===== config.mk =====
export PLATFORM = sky130hd
export DESIGN_NAME = palette_control
export DESIGN_NICKNAME = d
export VERILOG_FILES = /design/src/rtl/palette_control_pkg.sv /design/src/rtl/ink_palette.sv /design/src/rtl/palette_control.sv
export SDC_FILE = /design/constraint.sdc
export NUM_CORES = 1
export LEC_CHECK = 0
export BUFFER_PORTS_ARGS = -buffer_cell sky130_fd_sc_hd__buf_2
export CAP_MARGIN = 25
export CORE_MARGIN = 1.5
export CORE_UTILIZATION = 55
export DETAILED_ROUTE_END_ITERATION = 6
export PLACE_DENSITY = 0.91
export SLEW_MARGIN = 20
export SYNTH_ARGS = -nofsm -noshare
export SYNTH_HDL_FRONTEND = slang
export SYNTH_SLANG_ARGS = --single-unit
export TNS_END_PERCENT = 10

===== constraint.sdc =====
create_clock -name CLK_n -period 6.3 [get_ports CLK_n]
set_input_delay 0.315 -clock CLK_n [delete_from_list [all_inputs] [get_ports CLK_n]]
set_output_delay 0.315 -clock CLK_n [all_outputs]
set_load 0.01 [all_outputs]

===== src/rtl/palette_control_pkg.sv =====
// Shared command codes, widths and mode encodings for the gate-array palette block.
package palette_control_pkg;

    typedef enum logic [1:0] {
        CMD_PEN = 2'b00,
        CMD_INK = 2'b01,
        CMD_CFG = 2'b10,
        CMD_RAM = 2'b11
    } cmd_e;

    typedef enum logic [1:0] {
        MODE_0 = 2'd0,
        MODE_1 = 2'd1,
        MODE_2 = 2'd2,
        MODE_3 = 2'd3
    } mode_e;

    localparam int unsigned COLOUR_W  = 5;
    localparam int unsigned INK_COUNT = 16;
    localparam int unsigned PEN_W     = 5;

endpackage


===== src/rtl/ink_palette.sv =====
// 16-entry ink store plus border colour, presented as per-bit planes across all inks.
module ink_palette
    import palette_control_pkg::*;
(
    input  logic        clk,
    input  logic        rst,
    input  logic        wr_en,
    input  logic        wr_border,
    input  logic [3:0]  wr_idx,
    input  logic [4:0]  wr_data,
    output logic [15:0] inkr0,
    output logic [15:0] inkr1,
    output logic [15:0] inkr2,
    output logic [15:0] inkr3,
    output logic [15:0] inkr4,
    output logic [4:0]  border
);

    logic [COLOUR_W-1:0]  ink_q [INK_COUNT];
    logic [COLOUR_W-1:0]  ink_d [INK_COUNT];
    logic [COLOUR_W-1:0]  border_q;
    logic [COLOUR_W-1:0]  border_d;
    logic [INK_COUNT-1:0] plane [COLOUR_W];

    always_comb begin
        ink_d    = ink_q;
        border_d = border_q;
        if (wr_en) begin
            if (wr_border) begin
                border_d = wr_data;
            end else begin
                ink_d[wr_idx] = wr_data;
            end
        end
    end

    always_ff @(posedge clk or posedge rst) begin
        if (rst) begin
            ink_q    <= '{default: '0};
            border_q <= '0;
        end else begin
            ink_q    <= ink_d;
            border_q <= border_d;
        end
    end

    // Transpose: plane b collects colour bit b of every ink.
    always_comb begin
        plane = '{default: '0};
        for (int unsigned n = 0; n < INK_COUNT; n++) begin
            for (int unsigned b = 0; b < COLOUR_W; b++) begin
                plane[b][n] = ink_q[n][b];
            end
        end
    end

    assign inkr0  = plane[0];
    assign inkr1  = plane[1];
    assign inkr2  = plane[2];
    assign inkr3  = plane[3];
    assign inkr4  = plane[4];
    assign border = border_q;

endmodule


===== src/rtl/palette_control.sv =====
// Gate-array write decode: pen select, ink/border writes, ROM config, HSYNC-deferred
// mode changes and the interrupt-counter reset pulse.
module palette_control
    import palette_control_pkg::*;
(
    input  logic        CLK_n,
    input  logic        RESET,
    input  logic        WR_STB,
    input  logic [7:0]  D,
    input  logic        HSYNC,
    output logic [15:0] INKR0,
    output logic [15:0] INKR1,
    output logic [15:0] INKR2,
    output logic [15:0] INKR3,
    output logic [15:0] INKR4,
    output logic [4:0]  BORDER,
    output logic [4:0]  PEN,
    output logic [1:0]  MODE,
    output logic        MODE_IS_0,
    output logic        MODE_IS_2,
    output logic [1:0]  ROM_CFG,
    output logic        INT_RESET
);

    cmd_e             cmd;
    logic [PEN_W-1:0] pen_q, pen_d;
    mode_e            mode_q, mode_d;
    mode_e            mode_pend_q, mode_pend_d;
    logic [1:0]       rom_cfg_q, rom_cfg_d;
    logic             int_reset_q, int_reset_d;
    logic             hs_q, hs_d;
    logic             hs_rise;
    logic             ink_wr;
    logic             unused_d5;

    assign cmd       = cmd_e'(D[7:6]);
    assign hs_rise   = HSYNC & ~hs_q;
    assign unused_d5 = D[5];

    always_comb begin
        pen_d       = pen_q;
        mode_pend_d = mode_pend_q;
        rom_cfg_d   = rom_cfg_q;
        int_reset_d = 1'b0;
        ink_wr      = 1'b0;
        hs_d        = HSYNC;
        mode_d      = mode_q;
        if (WR_STB) begin
            case (cmd)
                CMD_PEN: pen_d = D[4:0];
                CMD_INK: ink_wr = 1'b1;
                CMD_CFG: begin
                    rom_cfg_d   = D[3:2];
                    mode_pend_d = mode_e'(D[1:0]);
                    int_reset_d = D[4];
                end
                default: ;
            endcase
        end
        // Using the next pending value lets a same-cycle CFG write win over the old one.
        if (hs_rise) begin
            mode_d = mode_pend_d;
        end
    end

    always_ff @(posedge CLK_n or posedge RESET) begin
        if (RESET) begin
            pen_q       <= '0;
            mode_q      <= MODE_0;
            mode_pend_q <= MODE_0;
            rom_cfg_q   <= '0;
            int_reset_q <= 1'b0;
            hs_q        <= 1'b0;
        end else begin
            pen_q       <= pen_d;
            mode_q      <= mode_d;
            mode_pend_q <= mode_pend_d;
            rom_cfg_q   <= rom_cfg_d;
            int_reset_q <= int_reset_d;
            hs_q        <= hs_d;
        end
    end

    ink_palette u_ink_palette (
        .clk       (CLK_n),
        .rst       (RESET),
        .wr_en     (ink_wr),
        .wr_border (pen_q[4]),
        .wr_idx    (pen_q[3:0]),
        .wr_data   (D[4:0]),
        .inkr0     (INKR0),
        .inkr1     (INKR1),
        .inkr2     (INKR2),
        .inkr3     (INKR3),
        .inkr4     (INKR4),
        .border    (BORDER)
    );

    assign PEN       = pen_q;
    assign MODE      = mode_q;
    assign MODE_IS_0 = (mode_q == MODE_0);
    assign MODE_IS_2 = (mode_q == MODE_2);
    assign ROM_CFG   = rom_cfg_q;
    assign INT_RESET = int_reset_q;

endmodule


==> out/metrics.cfg, run 1 <==
[yosys]
synth.lib_cells_used.distinct = 25
syn_area_mm2 = 0.00389
synthesis.nets = 256
syn-mean-instance-area_um2 = 15.9
postSynthCellCount = 244
synth_top_cells_by_area = dfrtp_1 (63%), mux2_2 (25%), mux2_4 (3.9%)
post-synth-top-area-fraction = 0.631
postSynth.asyncResetShare = 1.00
yosysTopAreaCell = dfrtp_1
yosys.cell_count.top_type = dfrtp_1
synth_enable_flop_cells = 0
yosys_warnings = 0
yosys_register_bits = 98
synth.yosys.seq_area_share = 0.631
yosys_most_used_dff = dfrtp_1
synthTopCellsByCount = dfrtp_1 (98), mux2_2 (85), mux2_4 (10)

[cts]
cts_made_buffers = 9
htree_num_levels = 3
insertion_delay_ps = 360
path_clk_slew_ps = 90
clk_sinks = 98
post-cts-setup-buffers = 0
ctsLongestPathBuffers = 2
cts_root_buf = clkbuf_8
cts_tree = yes

[final_layout]
final_layout_net_count = 360
multi_input_area_mm2 = 0.00133
antenna_cells = 0
syn2layout_area_growth_pct = 19.6
layout-drive-gt1-share = 0.632
regArea_mm2 = 0.00245
layout_cells_excl_fill = 449
fillCellCount = 520
post_layout_inst_area_mm2 = 0.00465

[pwr]
vdd_drop_max_uv = 171
p_per_area_mw_per_mm2 = 341
total_power_w = 0.00158
power.static_leakage_nw = 2.53

[global_routing]
grt_residual_overflow = 0
grt_pass1_vias = 2292
grt_first_pass_wirelength_mm = 12.0
antenna_violations_before_repair = 0
grt_start_max_net_pins = 68
global_route.usage.total = 0.214

[timing]
clock_skew_ps = 14.0
final.min_clock_period_ps = 1710
worst-slew-pin-transition_ps = 827
timing_max_transition_violations_final = 0
rsz0062_at_grt = false
hold_slack_ps = 73.2
final_min_period_over_clock_period = 0.271
finalSetupViolations = 0
setup_tns_ps = 0
max_clock_freq_mhz = 586
finalHoldViolations = 0
max_slew_margin = 0.449

[routing]
ant_nets = 0
avgRoutedWirePerCell_um = 17.4
avgViaCountPerCell = 5.27
via_count = 2365
detail_route.wirelength_mm = 7.82
drt-initial-drc-count = 48
drt_pass1_iterations = 4
drc = 0

[placed_design]
port_buffers = 107
placed_cells = 432
globalplace.congestion = 0.701
place_hpwl_mm = 5.25
placed_area_mm2 = 0.00445

[critical_path]
critPathKind = reg2reg
setup.reg_to_reg.worst_slack_ps = 4590
path_max_fanout = 8
worstSetupEndpointType = flop
crit_path_top_delay_cell = and4bb_1
crit_arrival_ps = 1950
r2r_cells = 3
critPathRequiredTime_ps = 6550
critPathMaxStageDelay_ps = 470
worstSetupStartpointType = flop
crit_path_cell_trace = and4bb_1 > nand4_1 > mux2_2

[hold_path]
worstHoldPathType = in2reg
hold-path-cell-count = 1

[floorplanning]
chipWidth_um = 87.1
core-area_mm2 = 0.00683
initial_core_util = 0.569
floorplan.die_area_mm2 = 0.00758
io_pins = 109
row_count = 30
floorplan_die_height_um = 87.1

[flow_run]
maxCapViolations = 0

[outcome]
run_status = complete, no violations

[state kept, by name, indices dropped and copies added, names as in the netlist]
signal,cells
INT_RESET,1
MODE,2
PEN,5
ROM_CFG,2
hs_q,1
mode_pend_q,2
u_ink_palette.border,5
u_ink_palette.inkr0,16
u_ink_palette.inkr1,16
u_ink_palette.inkr2,16
u_ink_palette.inkr3,16
u_ink_palette.inkr4,16
[worst paths after layout]
path | end | startpoint
max in group asynchronous | PEN[4] | RESET
hold reg to reg | u_ink_palette.inkr0[0] | u_ink_palette.inkr0[0]
hold / removal | hs_q | HSYNC
setup reg to reg | u_ink_palette.inkr2[3] | PEN[2]
setup / recovery | u_ink_palette.inkr2[3] | PEN[2]
min in group asynchronous | hs_q | RESET
[cells in the final DEF (no fill, tap or decap)]
cell type and count:
clkinv_4 4, and4bb_2 1, mux2_4 10, buf_2 107, nand4b_1 3, and4_1 1, nor2b_1 4, inv_6 1
nor2_1 3, nand3b_1 1, nor4b_2 1, inv_1 1, buf_4 1, o21ai_0 1, dlygate4sd3_1 1, nor3b_1 1
mux2_2 85, nand3_1 4, clkinv_2 1, clkinv_8 1, and4_4 1, inv_4 1, and4b_1 1, and4bb_1 1
nor4_1 1, nand2_1 7, dfrtp_1 98, nand4_1 2, clkbuf_8 9
[what timing repair did]
item / 4_1_cts / 5_1_grt
endpoints found under the hold margin: 31 / 0
hold buffers: 1 / 0
resized for setup: 0 / 0
[per-layer routing]
metal | wire, µm | global-route usage | vias up
met3 | 291 | 0.0398 | 13
met2 | 3890 | 0.349 | 67
li1 | - | - | 1084
met4 | 132 | 0.0865 | 0
met1 | 3500 | 0.285 | 1201
met5 | 0 | 0 | -
[layout make-up]
type                            count  area share
Sequential cell                    98       0.527
Multi-Input combinational cell    128       0.285
Timing Repair Buffer              109       0.119
Clock buffer                        9      0.0266
Tap cell                           96      0.0258
Clock inverter                      7      0.0140
Inverter                            2     0.00215
[per-stage QoR]
stage | worst slack [ps] | utilization
2_1_floorplan | 3420 | -
3_3_place_gp | 4550 | 0.651
3_5_place_dp | 4510 | 0.651
4_1_cts | 4580 | 0.681
5_1_grt | 4390 | 0.681
6_report | 4590 | 0.681
[power breakdown]
part / switching, W / total (W) / internal [W]
sequential: 0.0000742 / 0.000831 / 0.000756
clock: 0.000225 / 0.000375 / 0.000150
combinational: 0.000184 / 0.000379 / 0.000195
[worst max-delay path: cells and delay by family (launching register included)]
kind / cells / cell delay, ps
AND/OR/NAND/NOR: 2 / 810
flip-flops: 1 / 410
multiplexers: 1 / 380
[cell families after synthesis]
kind of cell,Yosys count,share of synthesized area
mux,95,0.285
simple gates,32,0.0547
buf+inv,18,0.0283
compound gates,1,0.00129
flops,98,0.631
Note: power is estimated with default switching activity, not from simulation.
==> inputs of run 2 (changes only) <==
--- a/config.mk
+++ b/config.mk
@@ -8,9 +8,9 @@
 export BUFFER_PORTS_ARGS = -buffer_cell sky130_fd_sc_hd__buf_2
 export CAP_MARGIN = 25
 export CORE_MARGIN = 1.5
-export CORE_UTILIZATION = 55
+export CORE_UTILIZATION = 52
 export DETAILED_ROUTE_END_ITERATION = 6
-export PLACE_DENSITY = 0.91
+export PLACE_DENSITY = 0.87
 export SLEW_MARGIN = 20
 export SYNTH_ARGS = -nofsm -noshare
 export SYNTH_HDL_FRONTEND = slang
==> constraint.sdc (replaced) <==
create_clock -name CLK_n -period 1.8 [get_ports CLK_n]
set_input_delay 0.09 -clock CLK_n [delete_from_list [all_inputs] [get_ports CLK_n]]
set_output_delay 0.09 -clock CLK_n [all_outputs]
set_load 0.01 [all_outputs]
==> run 2 against run 1 <==
Compared with the run above: sequential share of layout area fell by 0.93 points; total power rose to 3.6 times the previous value; sequential cell count stayed put; worst setup slack got worse by 4500 ps; via count rose by 2.0%; global-route usage is 0.43 points lower; worst hold slack improved by 110 ps; critical endpoint is now u_ink_palette.inkr4[3]; maximum frequency rose by 2.1%; cell count increased by 1.8%; combinational power grew to 3.6 times the previous value; sequential power grew to 3.5 times the previous value.
==> out/metrics.cfg, run 2 (synthesis gave the netlist of run 1 again) <==
[outcome]
run_status = complete, no violations

[placed_design]
globalplace.congestion = 0.734  ; +4.7%
place_hpwl_mm = 5.76  ; +9.7%
port_buffers = 107  ; unchanged
placed_area_mm2 = 0.00451  ; +1.3%

[cts]
ctsLongestPathBuffers = 2  ; unchanged
path_clk_slew_ps = 90  ; about the same
insertion_delay_ps = 350  ; about the same
cts_tree = yes
cts_made_buffers = 9  ; unchanged
htree_num_levels = 3  ; unchanged
clk_sinks = 98  ; unchanged
cts_root_buf = clkbuf_8

[final_layout]
final_layout_net_count = 365  ; +1.4%
mostFrequentLayoutCell = buf_2
layout-drive-gt1-share = 0.631  ; about the same
post_layout_inst_area_mm2 = 0.00473  ; +1.8%
most-common-layout-cells = buf_2 (107), dfrtp_1 (98), mux2_2 (85), mux2_4 (10), clkbuf_8 (10)
antenna_cells = 0  ; unchanged
syn2layout_area_growth_pct = 21.8

[critical_path]
cp-startpoint = PEN[2]
crit_path_cell_trace = and4bb_1 > nand4_1 > mux2_2
critical_path.n_buffers_inverters = 0  ; unchanged
worstSetupStartpointType = flop
launch_instance_of_the_worst_register_to_register_path = PEN[2]
crit_arrival_ps = 1910  ; -40 ps
path_max_fanout = 8  ; unchanged
cpLargestDelayFamily = simple AND/OR/NAND/NOR gates
crit_path_top_delay_cell = and4bb_1
r2r_cells = 3  ; unchanged
critPathRequiredTime_ps = 2040  ; -4510 ps
critPathKind = reg2reg
setup.reg_to_reg.worst_slack_ps = 130  ; -4460 ps
rr_endpoint = u_ink_palette.inkr4[3]
critPathMaxStageDelay_ps = 450  ; -20 ps
worstSetupEndpointType = flop

[routing]
ant_nets = 0  ; unchanged
drt_pass1_iterations = 4  ; unchanged
via_count = 2413  ; +2.0%
detail_route.wirelength_mm = 8.19  ; +4.7%
drt-initial-drc-count = 95  ; +98%
drc = 0  ; unchanged
avgViaCountPerCell = 5.28  ; +0.24%
avgRoutedWirePerCell_um = 17.9  ; +2.9%

[global_routing]
antenna_violations_before_repair = 0  ; unchanged
grt_residual_overflow = 0  ; unchanged
grt_start_max_net_pins = 41  ; -40%
grt_first_pass_wirelength_mm = 12.2  ; +1.2%
global_route.usage.total = 0.210  ; -0.00430
grt_pass1_vias = 2295  ; +0.13%

[flow_run]
maxCapViolations = 0  ; unchanged

[pwr]
switching_power_w = 0.00165  ; +240%
vdd_drop_max_uv = 666  ; +290%
share_clk_of_total_power = 0.249  ; +0.012
swShare = 0.290  ; -0.0145
power.static_leakage_nw = 2.56  ; +0.99%
share_of_power_burned_in_combinational_logic = 0.238  ; about the same
cellInternalPower_w = 0.00403  ; +270%
p_seq_frac = 0.513  ; -0.011
p_per_area_mw_per_mm2 = 1200  ; +250%

[timing]
max_clock_freq_mhz = 598  ; +2.1%
final_min_period_over_clock_period = 0.929  ; +0.658
timing_max_transition_violations_final = 0  ; unchanged
rsz0062_at_grt = false
finalSetupViolations = 0  ; unchanged
final.min_clock_period_ps = 1670  ; -35.3 ps
finalHoldViolations = 0  ; unchanged
clock_skew_ps = 10.5  ; -3.47 ps
max_slew_margin = 0.581  ; +0.132
worst-slew-pin-transition_ps = 628  ; -199 ps
setup_tns_ps = 0  ; unchanged

[floorplanning]
initial_core_util = 0.536  ; -0.0331
core-area_mm2 = 0.00725  ; +6.2%
io_pins = 109  ; unchanged
row_count = 31  ; +3.3%
chipWidth_um = 89.5  ; +2.8%
floorplan.die_area_mm2 = 0.00800  ; +5.6%
floorplan_die_height_um = 89.5  ; +2.8%

[hold_path]
worstHoldPathType = in2reg
hold-path-endpoint = INT_RESET
min_from = D[4]
hold-path-cell-count = 3  ; +2

-- run 2: metrics by stage --
step / setup slack [ps] / util / power (W) / cells / hold WS [ps]
floorplan: 271 / - / 0.00370 / 244 / 121
global placement: 200 / 0.622 / 0.00424 / 439 / 190
detailed placement: 137 / 0.622 / 0.00433 / 439 / 208
CTS: 120 / 0.653 / 0.00574 / 457 / 164
global route: 12.8 / 0.653 / 0.00600 / 457 / 190
finish: 128 / 0.653 / 0.00568 / 457 / 179
-- run 2: worst max-delay path by stage --
stage / slack (ps) / cells after the start / end
after floorplan: 270 / 5 / u_ink_palette.inkr0[11]
after global placement: 200 / 3 / u_ink_palette.inkr1[3]
after detailed placement: 140 / 3 / u_ink_palette.inkr2[5]
after CTS: 120 / 3 / u_ink_palette.inkr4[3]
after global routing: 10 / 3 / u_ink_palette.inkr4[3]
final: 130 / 3 / u_ink_palette.inkr4[3]
-- run 2: timing repair --
item,4_1_cts,5_1_grt
setup buffers,0,0
gates resized for setup,0,0
hold endpoints to repair,26,0
hold buffers,2,0
-- run 2: cell type report --
cell class | instances | area, µm²
Tap cell | 99 | 124
Multi-Input combinational cell | 128 | 1330
Sequential cell | 98 | 2450
Clock buffer | 11 | 141
Timing Repair Buffer | 114 | 618
Fill cell | 572 | 2520
Inverter | 2 | 11.3
Clock inverter | 5 | 61.3
-- run 2: power groups by stage --
| stage | Clock [W] | Sequential, W | Combinational, W |
|---|---|---|---|
| detailed placement | 0 | 0.00296 | 0.00137 |
| floorplan | 0 | 0.00313 | 0.000569 |
| global route | 0.00154 | 0.00298 | 0.00148 |
| global placement | 0 | 0.00292 | 0.00132 |
| finish | 0.00141 | 0.00292 | 0.00135 |
| CTS | 0.00145 | 0.00291 | 0.00138 |
-- run 2: worst min-delay path, delay by kind of cell --
family | cells | cell delay [ps]
buffers and inverters | 2 | 340
and+or+nand+nor | 1 | 60
-- run 2: routing by layer --
metal  part of all wire  vias to the layer above  routed length (µm)  GRT usage
met4              0.016                        0                 129     0.0797
met3              0.038                       11                 309     0.0388
met1               0.43                     1250                3530      0.268
met2               0.52                       73                4220      0.357
li1                   -                     1079                   -          -
met5                  0                        -                   0          0
